`config.mk`:
```
export PLATFORM = sky130hd
export DESIGN_NAME = comparator_threshold_monitor
export DESIGN_NICKNAME = d
export VERILOG_FILES = /design/src/rtl/comparator_threshold_monitor.sv
export SDC_FILE = /design/constraint.sdc
export NUM_CORES = 1
export LEC_CHECK = 0
export CAP_MARGIN = 20
export CORE_MARGIN = 4
export CORE_UTILIZATION = 40
export CTS_CLUSTER_DIAMETER = 80
export DETAILED_ROUTE_END_ITERATION = 8
export PLACE_DENSITY = 0.71
export SYNTH_ARGS = -nofsm -noshare
export SYNTH_HDL_FRONTEND = slang
export SYNTH_SLANG_ARGS = --single-unit
export TNS_END_PERCENT = 10
```
`constraint.sdc`:
```
create_clock -name Clock_In -period 2.3 [get_ports Clock_In]
set_clock_uncertainty 0.15 [all_clocks]
set_input_delay 0.345 -clock Clock_In [delete_from_list [all_inputs] [get_ports Clock_In]]
set_output_delay 0.345 -clock Clock_In [all_outputs]
set_load 0.03 [all_outputs]
```
`src/rtl/comparator_threshold_monitor.sv`:
```
// Streaming threshold monitor: registers lt/eq/gt of each sample against a programmable
// threshold, then debounces the result into an alarm with hysteresis. Optional min/max: THRESHOLD_MONITOR_MINMAX_EN.
module comparator_threshold_monitor #(
  parameter int unsigned DATA_WIDTH    = 16,
  parameter int unsigned PERSIST_WIDTH = 4
) (
  input  logic                     Clock_In,
  input  logic                     Reset_In,
  input  logic                     Clear_In,
  input  logic                     Threshold_Load_In,
  input  logic [DATA_WIDTH-1:0]    Threshold_In,
  input  logic [PERSIST_WIDTH-1:0] Persist_Count_In,
  input  logic                     Sample_Valid_In,
  input  logic [DATA_WIDTH-1:0]    Sample_Data_In,
  output logic                     Sample_Ready_Out,
  output logic                     Alarm_Out,
  output logic                     Alarm_Rise_Out,
  output logic                     Alarm_Fall_Out,
  output logic [DATA_WIDTH-1:0]    Max_Out,
  output logic [DATA_WIDTH-1:0]    Min_Out,
  output logic [15:0]              Sample_Count_Out
);

  typedef enum logic [1:0] {
    ST_IDLE,
    ST_PEND_SET,
    ST_ALARM,
    ST_PEND_CLR
  } state_t;

  logic [DATA_WIDTH-1:0]    r_thr;
  logic [PERSIST_WIDTH-1:0] r_persist;
  logic                     r_s1_valid;
  logic [2:0]               r_s1_flags;   // {lt, eq, gt}
  state_t                   r_state;
  state_t                   w_state_nxt;
  logic [PERSIST_WIDTH-1:0] r_cnt;
  logic [PERSIST_WIDTH-1:0] w_cnt_nxt;
  logic [PERSIST_WIDTH-1:0] w_cnt_inc;
  logic [PERSIST_WIDTH-1:0] w_persist_eff;
  logic                     r_rise;
  logic                     r_fall;
  logic                     w_rise_nxt;
  logic                     w_fall_nxt;
  logic                     w_alarm_cur;
  logic                     w_alarm_nxt;
  logic                     w_accept;
  logic                     w_lt;
  logic                     w_gt;
  logic [15:0]              r_count;

  assign Sample_Ready_Out = ~Clear_In & ~Threshold_Load_In;
  assign w_accept         = Sample_Valid_In & Sample_Ready_Out;
  assign w_persist_eff    = (r_persist == '0) ? PERSIST_WIDTH'(1) : r_persist;
  assign w_lt             = (r_s1_flags == 3'b100);
  assign w_gt             = (r_s1_flags == 3'b001);

  always_ff @(posedge Clock_In or negedge Reset_In) begin
    if (!Reset_In) begin
      r_thr     <= '1;
      r_persist <= PERSIST_WIDTH'(1);
    end else if (!Clear_In && Threshold_Load_In) begin
      r_thr     <= Threshold_In;
      r_persist <= Persist_Count_In;
    end
  end

  always_ff @(posedge Clock_In or negedge Reset_In) begin
    if (!Reset_In) begin
      r_s1_valid <= 1'b0;
      r_s1_flags <= '0;
    end else if (Clear_In) begin
      r_s1_valid <= 1'b0;
    end else begin
      r_s1_valid <= w_accept;
      if (w_accept) begin
        r_s1_flags <= {Sample_Data_In < r_thr, Sample_Data_In == r_thr, Sample_Data_In > r_thr};
      end
    end
  end

  always_ff @(posedge Clock_In or negedge Reset_In) begin
    if (!Reset_In) begin
      r_state <= ST_IDLE;
      r_cnt   <= '0;
      r_rise  <= 1'b0;
      r_fall  <= 1'b0;
    end else begin
      r_state <= w_state_nxt;
      r_cnt   <= w_cnt_nxt;
      r_rise  <= w_rise_nxt;
      r_fall  <= w_fall_nxt;
    end
  end

  always_comb begin
    w_state_nxt = r_state;
    w_cnt_nxt   = r_cnt;
    w_cnt_inc   = r_cnt + PERSIST_WIDTH'(1);
    if (r_s1_valid) begin
      case (r_state)
        ST_IDLE: begin
          if (w_gt) begin
            if (w_persist_eff == PERSIST_WIDTH'(1)) begin
              w_state_nxt = ST_ALARM;
              w_cnt_nxt   = '0;
            end else begin
              w_state_nxt = ST_PEND_SET;
              w_cnt_nxt   = PERSIST_WIDTH'(1);
            end
          end
        end
        ST_PEND_SET: begin
          if (w_gt) begin
            if (w_cnt_inc >= w_persist_eff) begin
              w_state_nxt = ST_ALARM;
              w_cnt_nxt   = '0;
            end else begin
              w_cnt_nxt   = w_cnt_inc;
            end
          end else if (w_lt) begin
            w_state_nxt = ST_IDLE;
            w_cnt_nxt   = '0;
          end
        end
        ST_ALARM: begin
          if (w_lt) begin
            if (w_persist_eff == PERSIST_WIDTH'(1)) begin
              w_state_nxt = ST_IDLE;
              w_cnt_nxt   = '0;
            end else begin
              w_state_nxt = ST_PEND_CLR;
              w_cnt_nxt   = PERSIST_WIDTH'(1);
            end
          end
        end
        ST_PEND_CLR: begin
          if (w_lt) begin
            if (w_cnt_inc >= w_persist_eff) begin
              w_state_nxt = ST_IDLE;
              w_cnt_nxt   = '0;
            end else begin
              w_cnt_nxt   = w_cnt_inc;
            end
          end else if (w_gt) begin
            w_state_nxt = ST_ALARM;
            w_cnt_nxt   = '0;
          end
        end
      endcase
    end
    // A load cancels any pending transition after the in-flight sample is evaluated,
    // so the alarm level itself is never changed by a load.
    if (Threshold_Load_In) begin
      w_cnt_nxt = '0;
      if (w_state_nxt == ST_PEND_SET) w_state_nxt = ST_IDLE;
      if (w_state_nxt == ST_PEND_CLR) w_state_nxt = ST_ALARM;
    end
    if (Clear_In) begin
      w_state_nxt = ST_IDLE;
      w_cnt_nxt   = '0;
    end
    w_alarm_cur = (r_state == ST_ALARM) || (r_state == ST_PEND_CLR);
    w_alarm_nxt = (w_state_nxt == ST_ALARM) || (w_state_nxt == ST_PEND_CLR);
    w_rise_nxt  = ~w_alarm_cur & w_alarm_nxt & ~Clear_In;
    w_fall_nxt  = w_alarm_cur & ~w_alarm_nxt & ~Clear_In;
  end

  assign Alarm_Out      = w_alarm_cur;
  assign Alarm_Rise_Out = r_rise;
  assign Alarm_Fall_Out = r_fall;

  always_ff @(posedge Clock_In or negedge Reset_In) begin
    if (!Reset_In) begin
      r_count <= '0;
    end else if (Clear_In) begin
      r_count <= '0;
    end else if (r_s1_valid && (r_count != 16'hFFFF)) begin
      r_count <= r_count + 16'd1;
    end
  end

  assign Sample_Count_Out = r_count;

`ifdef THRESHOLD_MONITOR_MINMAX_EN
  logic [DATA_WIDTH-1:0] r_s1_data;
  logic [DATA_WIDTH-1:0] r_max;
  logic [DATA_WIDTH-1:0] r_min;

  always_ff @(posedge Clock_In or negedge Reset_In) begin
    if (!Reset_In) begin
      r_s1_data <= '0;
    end else if (!Clear_In && w_accept) begin
      r_s1_data <= Sample_Data_In;
    end
  end

  always_ff @(posedge Clock_In or negedge Reset_In) begin
    if (!Reset_In) begin
      r_max <= '0;
      r_min <= '1;
    end else if (Clear_In) begin
      r_max <= '0;
      r_min <= '1;
    end else if (r_s1_valid) begin
      if (r_s1_data > r_max) r_max <= r_s1_data;
      if (r_s1_data < r_min) r_min <= r_s1_data;
    end
  end

  assign Max_Out = r_max;
  assign Min_Out = r_min;
`else
  assign Max_Out = '0;
  assign Min_Out = '1;
`endif

endmodule
```
### Yosys cells after proc, flatten, opt, wreduce, memory -nomap -nowiden

Cells that the tools add are included.

* flip-flop bits (word level): 48
* bits of input ports: 41

* add/sub/neg operators: 2
* magnitude comparators: 3
* equal/unequal tests: 16
* muxes and demuxes: 33
* bitwise gates (word level): 10
* reduce and logical (&&, ||, !) cells: 11

Operators with widths (count)
* two-way mux 4 bit: 11
* two-way mux 16 bit: 2
* two-way mux 2 bit: 16
* adder 16 x 1 -> 16 bit (second input constant): 1
* equality test 16 bit: 1
* greater-than comparator 16 bit: 1
* less-than comparator 16 bit: 1
* != test 16 bit (second input constant): 1
* one-hot mux 4 bit (4 select lines): 1
* equality test 2 bit (second input constant): 5
* != test 5 bit (second input constant): 2
* != test 4 bit (second input constant): 2
* one-hot mux 2 bit (4 select lines): 1
* bitwise AND 1 bit: 6
* AND reduction 5 bit: 1
* adder 4 x 1 -> 4 bit (second input constant): 1
* equality test 2 x 1 -> 1 bit (second input constant): 2
* equality test 4 x 1 -> 1 bit (second input constant): 1
* >= comparator 4 bit: 1
* logical NOT 4 bit: 1
* NOT 1 bit: 4
* equality test 3 x 1 -> 1 bit (second input constant): 1
* equality test 3 bit (second input constant): 1
* nonzero test 3 bit: 1
* other kinds (7): 10

### Logic depth before layout (Yosys ltp)

Gate-level depths: netlist of the first run.

* depth after elaboration: 19
* depth in mapped cells: 8

### Least setup slack after synthesis of the first run

No wires, ideal clock.

* path kind: reg2reg
* start: reg r_persist[1]
* end: reg r_fall, in the netlist Alarm_Fall_Out
* setup time: 0.068 ns
* arrival time: 2.173 ns
* required time: 2.082 ns
* setup slack: -0.092 ns
* cell stages (with the launch flop): 9
* path buffers: 0
* period minus slack after synthesis: 2.392 ns
* cells stage by stage: dfrtp_1 > nor3_1 > or2_2 > ha_1 > nand2b_1 > a211o_1 > a21o_1 > a221oi_2 > and4b_1

* word-level cells in the longest chain between the ends: 19
* elaborated cells between the ends (all ways): 27
* those cells by class: 1 x order compare; 5 x eq/ne; 16 x mux; 3 x bitwise; 2 x reduce/logical

RTL lines
* start: declaration: line 32 `logic [PERSIST_WIDTH-1:0] r_persist;`
* start signal: assignment: line 64 `r_persist <= Persist_Count_In;`
* logical NOT 4 bit: line 54 `assign w_persist_eff = (r_persist == '0) ? PERSIST_WIDTH'(1) : r_persist;`
* two-way mux 4 bit *: line 54
* >= comparator 4 bit or equality test 4 x 1 -> 1 bit (tied branches)
* two-way mux 2 bit (on tied branches) (2 in series)
* one-hot mux 2 bit (4 select lines) *: line 101 `case (r_state)`
* two-way mux 2 bit *: line 100 `if (r_s1_valid) begin`
* equality test 2 x 1 -> 1 bit: line 156 `if (w_state_nxt == ST_PEND_SET) w_state_nxt = ST_IDLE;`
* two-way mux 2 bit: line 156
* [2 not listed]
* two-way mux 2 bit: line 157 `if (w_state_nxt == ST_PEND_CLR) w_state_nxt = ST_ALARM;`
* two-way mux 2 bit *: line 154 `if (Threshold_Load_In) begin`
* two-way mux 2 bit *: line 159 `if (Clear_In) begin`
* equality test 2 bit: line 164 `w_alarm_nxt = (w_state_nxt == ST_ALARM) || (w_state_nxt == ST_PEND_CLR);`
* logical OR 1 bit *: line 164
* NOT 1 bit *: line 166 `w_fall_nxt = w_alarm_cur & ~w_alarm_nxt & ~Clear_In;`
* bitwise AND 1 bit * (2 in series): line 166
* named net w_fall_nxt: line 44 `logic w_fall_nxt;`
* end signal: assignment: line 92 `r_fall <= w_fall_nxt;`
* end: declaration: line 42 `logic r_fall;`

Mark *: on every way through the listed nets, which the timed path passes. The rest lies on a longest branch. The select of a mux whose other input is x is not followed.
A chain may end at the register's enable or synchronous reset.

### Worst setup path after layout of the first run

Ends and elaborated chain as after synthesis.

==> flow_summary.toml, run 1 <==
[outcome]
status = "finished, final reports clean"

[grt]
antenna_found_initial = 0
grt_first_pass_wirelength_mm = 11.5
grt_max_degree = 27
track_usage = 0.159
grt_remaining_overflow = 0
grt_pass1_vias = 2494

[clock_tree]
clockBufferDepth = 2
ctsRootBufferMaster = "clkbuf_8"
h-tree-depth = 2
cts_buffers = 5
insertion_delay_ns = 0.29
cts_tree = "built"
clk_pin_slew_ns = 0.08
clock_sinks = 48

[cells_and_area]
fin_area_mm2 = 0.00406
fin_nets = 473
final_cells = 510
area_growth_pct = 31.0
layout_commonest_cell = "clkdlybuf4s50_1"
antenna-diode-count = 0
drive_above_1_share = 0.207
nFillCells = 650
final_cell_mix = "58 x clkdlybuf4s50_1, 32 x conb_1, 31 x dfrtp_1, 29 x nand2_1"

[worst_setup_path]
cp_slowest_cell = "dfrtp_1"
worst-r2r-setup-slack_ns = 0.02
cp-end-kind = "register"
path_delay_family = "compound AO/OA/AOI/OAI gates"
path_cells = "nor3_2 -> or2_4 -> ha_4 -> nand2b_4 -> a211o_1 -> a21o_1 -> a221oi_4 -> and4b_1"
r2r-start = "r_persist[1]$_DFFE_PN0P_"
worst-path-buf-inv = 0
cp_max_fo = 3
crit_type = "register to register"
cpPeakStageDelay_ns = 0.40
reg2reg_depth = 8
reg2reg_to = "Alarm_Fall_Out$_DFF_PN0_"
critPathRequiredTime_ns = 2.38
cp-start-kind = "register"
crit_arrival_ns = 2.36

[place]
place_ws_ns = -0.284
placedCellCount = 489
place_congestion = 0.916
place_hpwl_mm = 5.47
port_buffers = 60
placed_area_mm2 = 0.00375

[synthesis]
synth_edf_count = 0
synthCells = 330
yosys_warnings = 0
ys_seq_elements = 48
ys_types = 64
syn_area_mm2 = 0.00310
synth_top_cell_by_area = "dfrtp_1"
synth-main-ff-cell = "dfrtp_1"
yosys.area.top_type_share = 0.250
seq_area_frac_synth = 0.394
synth.area.top_cells = "dfrtp_1 25%, dfstp_2 14%, ha_1 8.9%, buf_4 8.2%, o21ai_0 4.0%"
avgSynthCellArea_um2 = 9.40
synth-async-reset-ratio = 1.00

[die]
pin_count = 93
die_x_um = 96.0
start_util = 0.419
num_rows = 31
die_area_mm2 = 0.00922
coreArea_mm2 = 0.00741
die_h_um = 96.0

[timing]
rsz0062_at_grt = "yes"
fmax_mhz = 438
whs_ns = 0.361
drv_slew = 0
slew_headroom = 0.592
hold_violations = 0
worstMarginPinSlew_ns = 0.613
finalCritPeriodShare = 0.993
fin_ws_ns = 0.0167
setup_viol = 0
period_needed_ns = 2.28

[flow_run]
maxCapViolCount = 0

[drt]
drc = 0
ant_nets = 0
drt_iter0_drc = 89
vias_per_cell = 5.02
drt_pre_antenna_iters = 4
wl_mm = 7.18
wl_per_cell_um = 14.1
vias = 2562

[worst_hold_path]
hp-class = "register to register"
hp-start = "r_thr[15]$_DFFE_PN1P_"
min_to = "r_thr[15]$_DFFE_PN1P_"
holdPathStages = 2

[power]
power.density_mw_per_mm2 = 497
vdd_drop_max_uv = 224
leakage_uw = 0.00178
[cells by family (layout without fill, tap and decap cells)]
| logic type | count (synthesis) | in the layout | share of synthesized area |
|---|---|---|---|
| AO/OA/AOI/OAI | 62 | 62 | 0.134 |
| XOR/XNOR | 16 | 16 | 0.0452 |
| adder cells (fa/ha/maj) | 22 | 22 | 0.0888 |
| buffers and inverters | 69 | 120 | 0.130 |
| flip-flops | 48 | 48 | 0.394 |
| multiplexers | 3 | 3 | 0.0105 |
| other | 2 | 32 | 0.00242 |
| AND/OR/NAND/NOR | 108 | 108 | 0.195 |
[stage by stage]
stage                     TNS, ns  total power (uW)   util
after floorplan                 0              1320      -
after CTS                       0              2000  0.537
after global placement     -0.298              1430  0.506
final                           0              2020  0.548
after detailed placement   -0.777              1450  0.506
after global routing       -0.174              2140  0.548
[worst max-delay path by stage]
stage / from / to / slack, ns / depth (start not counted)
floorplan: r_cnt[0]$_DFFE_PN0P_ / Alarm_Fall_Out$_DFF_PN0_ / 0.004 / 8
global placement: Sample_Data_In[11] / r_s1_flags[0]$_DFFE_PN0P_ / -0.15 / 7
detailed placement: Sample_Data_In[11] / r_s1_flags[0]$_DFFE_PN0P_ / -0.28 / 7
CTS: r_persist[2]$_DFFE_PN0P_ / Alarm_Fall_Out$_DFF_PN0_ / 0.00003 / 8
global route: r_persist[1]$_DFFE_PN0P_ / Alarm_Fall_Out$_DFF_PN0_ / -0.07 / 8
finish: r_persist[1]$_DFFE_PN0P_ / Alarm_Fall_Out$_DFF_PN0_ / 0.02 / 8
[flip-flops by register name (all words and copies together), names as in the netlist]
register	flops
r_thr	16
Sample_Count_Out	16
r_cnt	4
r_state	2
Alarm_Rise_Out	1
r_persist	4
r_s1_valid	1
r_s1_flags	3
Alarm_Fall_Out	1
[what timing repair did]
action	in CTS	in global routing
buffers inserted	9	3
hold buffers	1	0
endpoints found under the hold margin	20	0
endpoints found under the setup margin	7	8
pin swaps	8	4
resized for setup	13	10
[Yosys cell counts, drive strengths merged, types with 3 or more instances]
library cell and n:
nand2 29, nor3 6, nor2 24, nor4b 3
xor2 7, nor4 5, a211o 3, and4 3
o21ai 27, ha 22, xnor2 9, buf 36
dfrtp 31, a21oi 9, inv 25, a211oi 3
nand3 5, dfstp 17, nand2b 5, nand4 11
clkbuf 7
[routing by layer]
layer,routed length [um],vias to the layer above,GRT usage
li1,-,1246,-
met5,0,-,0
met4,199,0,0.0675
met3,299,20,0.0258
met2,3660,61,0.269
met1,3020,1235,0.200
[layout make-up]
class                      count  area [um2]  share of cell area
multi-input combinational    243        1720               0.423
sequential                    48        1220               0.301
timing repair buffer          87         815               0.200
tap                           99         124              0.0305
inverter                      25        93.8              0.0231
clock buffer                   8        90.1              0.0222
[worst register-to-register path: cells and delay by family (launching register included)]
family | cells | cell delay, ns
AND/OR/NAND/NOR | 4 | 0.71
flip-flops | 1 | 0.40
AO/OA/AOI/OAI | 3 | 0.78
adder cells (fa/ha/maj) | 1 | 0.18
[power by group]
part | internal [uW] | switching [uW] | leakage, uW
Sequential | 929 | 42.4 | 0.000601
Clock | 246 | 262 | 0.0000455
Combinational | 249 | 292 | 0.00113
(Power assumes the default switching activity.)
==> run 2: changes to the inputs <==
--- a/config.mk
+++ b/config.mk
@@ -7,10 +7,10 @@
 export LEC_CHECK = 0
 export CAP_MARGIN = 20
 export CORE_MARGIN = 4
-export CORE_UTILIZATION = 40
+export CORE_UTILIZATION = 43
 export CTS_CLUSTER_DIAMETER = 80
 export DETAILED_ROUTE_END_ITERATION = 8
-export PLACE_DENSITY = 0.71
+export PLACE_DENSITY = 0.76
 export SYNTH_ARGS = -nofsm -noshare
 export SYNTH_HDL_FRONTEND = slang
 export SYNTH_SLANG_ARGS = --single-unit
==> run 2 against run 1 <==
The run now ends with negative setup slack left; worst hold slack worse by 0.0058 ns; final cell count is 0.98% lower; clock power is 4.7% lower; maximum frequency is 3.3% lower; flip-flop and latch count stayed put; power is 1.5% lower; critical endpoint unchanged; highest routed layer unchanged.
==> flow_summary.toml, run 2 (synthesis gave the netlist of run 1 again) <==
[power]
pwr-share-clk = 0.243
leakage_uw = 0.00176
swShare = 0.302
power.density_mw_per_mm2 = 497
vdd_drop_max_uv = 226
seq_power_share = 0.487
intPower_uw = 1390
p_total_uw = 1990
combPwrFrac = 0.269
p_sw_uw = 601

[drt]
drt_pre_antenna_iters = 4
wl_per_cell_um = 13.9
ant_nets = 0
vias = 2530
drc = 0
drt_iter0_drc = 75
wl_mm = 7.00
vias_per_cell = 5.01

[flow_run]
maxCapViolCount = 0

[worst_setup_path]
reg2reg_depth = 9
cp-endpoint = "Alarm_Fall_Out$_DFF_PN0_"
crit_type = "register to register"
crit_arrival_ns = 2.40
critPathLaunch = "r_cnt[0]$_DFFE_PN0P_"
critPathRequiredTime_ns = 2.34
cp_max_fo = 4
r2r-start = "r_cnt[0]$_DFFE_PN0P_"
cp-end-kind = "register"
worst-r2r-setup-slack_ns = -0.06
reg2reg_to = "Alarm_Fall_Out$_DFF_PN0_"
cp-start-kind = "register"

[cells_and_area]
antenna-diode-count = 0
layout_commonest_cell = "clkdlybuf4s50_1"
fin_nets = 471
nFillCells = 623
drive_above_1_share = 0.191
fin_area_mm2 = 0.00401
final_util = 0.580
final_cells = 505
final_cell_mix = "58 x clkdlybuf4s50_1, 32 x conb_1, 31 x dfrtp_1, 29 x nand2_1, 25 x inv_1"
area_growth_pct = 29.3

[grt]
grt_pass1_vias = 2523
grt_first_pass_wirelength_mm = 11.5
grt_remaining_overflow = 0
grt_max_degree = 39
antenna_found_initial = 0
track_usage = 0.163

[clock_tree]
clockBufferDepth = 2
ctsRootBufferMaster = "clkbuf_8"
clk_pin_slew_ns = 0.08
h-tree-depth = 2
cts_tree = "built"
cts_buffers = 5
insertion_delay_ns = 0.30
clock_sinks = 48

[timing]
setup_viol = 3
period_needed_ns = 2.36
hold_violations = 0
worstMarginPinSlew_ns = 0.566
rsz0062_at_grt = "yes"
drv_slew = 0
fmax_mhz = 423
slew_headroom = 0.619
fin_ws_ns = -0.0622
finalCritPeriodShare = 1.03

[place]
place_congestion = 0.843
place_hpwl_mm = 5.16
placed_area_mm2 = 0.00375
port_buffers = 60
placedCellCount = 485

[die]
die_h_um = 92.9
start_util = 0.449
die_x_um = 92.9
die_area_mm2 = 0.00863
num_rows = 30
coreArea_mm2 = 0.00691
pin_count = 93

[outcome]
status = "complete, but fails checks"
violations = "negative setup slack"

[worst_hold_path]
hp-class = "register to register"
run 2: how the worst min path moves through the flow:
stage                              start                        end  slack [ns]  depth (start not counted)
floorplan                       Reset_In   Alarm_Fall_Out$_DFF_PN0_       -0.10                          0
finish              r_thr[7]$_DFFE_PN1P_       r_thr[7]$_DFFE_PN1P_        0.36                          2
global route        r_thr[4]$_DFFE_PN1P_       r_thr[4]$_DFFE_PN1P_        0.38                          2
detailed placement              Reset_In  r_s1_flags[2]$_DFFE_PN0P_        0.19                          1
CTS                 r_thr[7]$_DFFE_PN1P_       r_thr[7]$_DFFE_PN1P_        0.36                          2
global placement                Reset_In  r_s1_flags[2]$_DFFE_PN0P_        0.19                          1
run 2: cell type report:
| class | instances | area, um2 | area share |
|---|---|---|---|
| clock inverter | 1 | 3.75 | 0.000937 |
| clock buffer | 7 | 76.3 | 0.0190 |
| tap | 96 | 120 | 0.0300 |
| timing repair buffer | 85 | 808 | 0.202 |
| sequential | 48 | 1220 | 0.305 |
| multi-input combinational | 243 | 1680 | 0.420 |
| inverter | 25 | 93.8 | 0.0234 |
run 2: worst max-delay path, cell delays in order, from the launching register on:
cell	delay, ns
dfrtp_1	0.37
buf_4	0.16
nand3_2	0.10
xnor2_2	0.17
ha_1	0.21
or4b_4	0.50
a21oi_4	0.14
nor2_1	0.07
and2_1	0.19
and4b_1	0.20
run 2: layer usage:
metal	part of all wire	wire length, um	global-route usage
met5	0	0	0
met4	0.015	106	0.0452
met3	0.050	347	0.0333
met2	0.50	3520	0.277
met1	0.43	3020	0.209
run 2: power by group through the flow:
stage               Sequential [uW]  Clock, uW  Combinational, uW
floorplan                       967          0                353
global placement                981          0                451
detailed placement              985          0                466
CTS                             970        504                509
global route                    978        537                597
finish                          970        484                536
run 2: timing repair:
| action | CTS | global route |
|---|---|---|
| endpoints found under the hold margin | 4 | 0 |
| setup buffers | 9 | 2 |
| hold buffers | 1 | 0 |
| pin swaps | 6 | 6 |
| gates resized for setup | 7 | 11 |
| endpoints found under the setup margin | 7 | 9 |
run 2: per-stage QoR:
stage	hold WS (ns)	setup TNS (ns)	setup slack [ns]
floorplan	-0.101	0	0.00376
global placement	0.188	-0.542	-0.205
detailed placement	0.192	-0.646	-0.220
CTS	0.362	-0.0599	-0.0338
global route	0.379	-0.841	-0.150
finish	0.356	-0.102	-0.0622
==> run 3: changes to the inputs <==
--- a/config.mk
+++ b/config.mk
@@ -14,4 +14,3 @@
 export SYNTH_ARGS = -nofsm -noshare
 export SYNTH_HDL_FRONTEND = slang
 export SYNTH_SLANG_ARGS = --single-unit
-export TNS_END_PERCENT = 10
==> run 3 against run 2 <==
The run still ends with negative setup slack left; register-to-register slack improved by 0.02 ns; critical path type unchanged; routed wire length rose by 3.0%; first-iteration DRC count is 5.3% higher; via count increased by 0.91%; clock-buffer cell count is the same; final cell count increased by 0.59%; highest routed layer unchanged; clock power is 0.8% higher; combinational power is 3% higher; worst hold slack about the same.
==> flow_summary.toml, run 3 (synthesis gave the netlist of run 1 again) <==
[outcome]
status = "complete, but fails checks"
violations = "negative setup slack"

[power]
pwr-share-clk = 0.242
leakage_uw = 0.00178
combPwrFrac = 0.275
power.density_mw_per_mm2 = 493
seq_power_share = 0.483
p_sw_uw = 614
intPower_uw = 1400
vdd_drop_max_uv = 227
swShare = 0.305

[drt]
drt_pre_antenna_iters = 4
ant_nets = 0
wl_mm = 7.20
vias = 2553
drc = 0
drt_iter0_drc = 79
vias_per_cell = 5.03
wl_per_cell_um = 14.2

[die]
pin_count = 93
coreArea_mm2 = 0.00691
start_util = 0.449
die_h_um = 92.9
die_area_mm2 = 0.00863
num_rows = 30
die_x_um = 92.9

[timing]
finalCritPeriodShare = 1.02
fmax_mhz = 427
rsz0062_at_grt = "yes"
worstMarginPinSlew_ns = 0.565
hold_violations = 0
fin_ws_ns = -0.0428
period_needed_ns = 2.34
setup_viol = 3
tns_ns = -0.0816
slew_headroom = 0.620
drv_slew = 0

[cells_and_area]
nFillCells = 618
fin_nets = 474
layout_commonest_cell = "clkdlybuf4s50_1"
antenna-diode-count = 0
final_util = 0.590
final_cells = 508
final_cell_mix = "58 x clkdlybuf4s50_1, 32 x conb_1, 31 x dfrtp_1, 29 x nand2_1, 25 x inv_1"
drive_above_1_share = 0.209
area_growth_pct = 31.5

[place]
placedCellCount = 485
place_ws_ns = -0.220
place_congestion = 0.843
port_buffers = 60
place_hpwl_mm = 5.16

[clock_tree]
insertion_delay_ns = 0.30
cts_buffers = 5
clk_pin_slew_ns = 0.08
cts_tree = "built"
clock_sinks = 48
h-tree-depth = 2
clockBufferDepth = 2
ctsRootBufferMaster = "clkbuf_8"

[grt]
track_usage = 0.163
use_met1 = 0.209
grt_max_degree = 39
grt_first_pass_wirelength_mm = 11.5
antenna_found_initial = 0
grt_remaining_overflow = 0
grt_pass1_vias = 2523
use_met3 = 0.0333
grt-busiest-layer = "met2"
gr-usage-met2 = 0.277

[worst_setup_path]
cp-end-kind = "register"
r2r-start = "r_cnt[0]$_DFFE_PN0P_"
reg2reg_to = "Alarm_Fall_Out$_DFF_PN0_"
worst-r2r-setup-slack_ns = -0.04
critPathRequiredTime_ns = 2.34
reg2reg_depth = 9
cp_max_fo = 2
cp-start-kind = "register"
crit_type = "register to register"
crit_arrival_ns = 2.38

[flow_run]
maxCapViolCount = 0

[worst_hold_path]
min_to = "r_thr[7]$_DFFE_PN1P_"
hp-start = "r_thr[7]$_DFFE_PN1P_"
hp-class = "register to register"
holdPathStages = 2
## run 3: per-stage QoR
stage | instance area [um2] | power [uW] | hold WS (ns)
5_1_grt | 4080 | 2130 | 0.379
3_3_place_gp | 3750 | 1430 | 0.188
4_1_cts | 3940 | 1980 | 0.362
3_5_place_dp | 3750 | 1450 | 0.192
2_1_floorplan | 3220 | 1320 | -0.101
6_report | 4080 | 2010 | 0.356
## run 3: final cells by class
type	count	area, um2	share of cell area
clock buffers	7	76.3	0.0187
flip-flops and latches	48	1220	0.300
repair buffers	88	838	0.206
multi-input cells	243	1720	0.423
well taps	96	120	0.0295
inverters	25	93.8	0.0230
clock inverters	1	3.75	0.000921
## run 3: timing repair
item | in CTS | in global routing
gates resized for setup | 7 | 19
endpoints found under the setup margin | 7 | 9
endpoints found under the hold margin | 4 | 0
buffers inserted | 9 | 5
hold buffers | 1 | 0
pin swaps | 6 | 12
## run 3: worst max-delay path: stages (launching register included)
cell and delay [ns]:
dfrtp_1 0.39, buf_6 0.12, nand3_2 0.10, xnor2_2 0.17, ha_2 0.18, or4b_4 0.53
a21oi_4 0.16, nor2_2 0.06, and2_1 0.18, and4b_1 0.20
## run 3: how the worst max path moves through the flow
| stage | start | end | slack, ns | cells after the start |
|---|---|---|---|---|
| floorplan | r_cnt[0]$_DFFE_PN0P_ | Alarm_Fall_Out$_DFF_PN0_ | 0.004 | 8 |
| global placement | Sample_Data_In[3] | r_s1_flags[0]$_DFFE_PN0P_ | -0.20 | 7 |
| detailed placement | Sample_Data_In[3] | r_s1_flags[0]$_DFFE_PN0P_ | -0.22 | 7 |
| CTS | r_persist[1]$_DFFE_PN0P_ | Alarm_Fall_Out$_DFF_PN0_ | -0.03 | 8 |
| global route | r_persist[3]$_DFFE_PN0P_ | r_cnt[2]$_DFFE_PN0P_ | -0.13 | 8 |
| finish | r_cnt[0]$_DFFE_PN0P_ | Alarm_Fall_Out$_DFF_PN0_ | -0.04 | 9 |
## run 3: power groups by stage
| stage | clock network, uW | logic, uW | registers, uW |
|---|---|---|---|
| detailed placement | 0 | 466 | 985 |
| global route | 536 | 613 | 978 |
| global placement | 0 | 451 | 981 |
| finish | 488 | 553 | 971 |
| CTS | 504 | 509 | 970 |
| floorplan | 0 | 353 | 967 |
## run 3: metal layers
layer,share of wire,up-vias
li1,-,1246
met4,0.015,0
met3,0.047,8
met2,0.51,65
met5,0,-
met1,0.43,1234
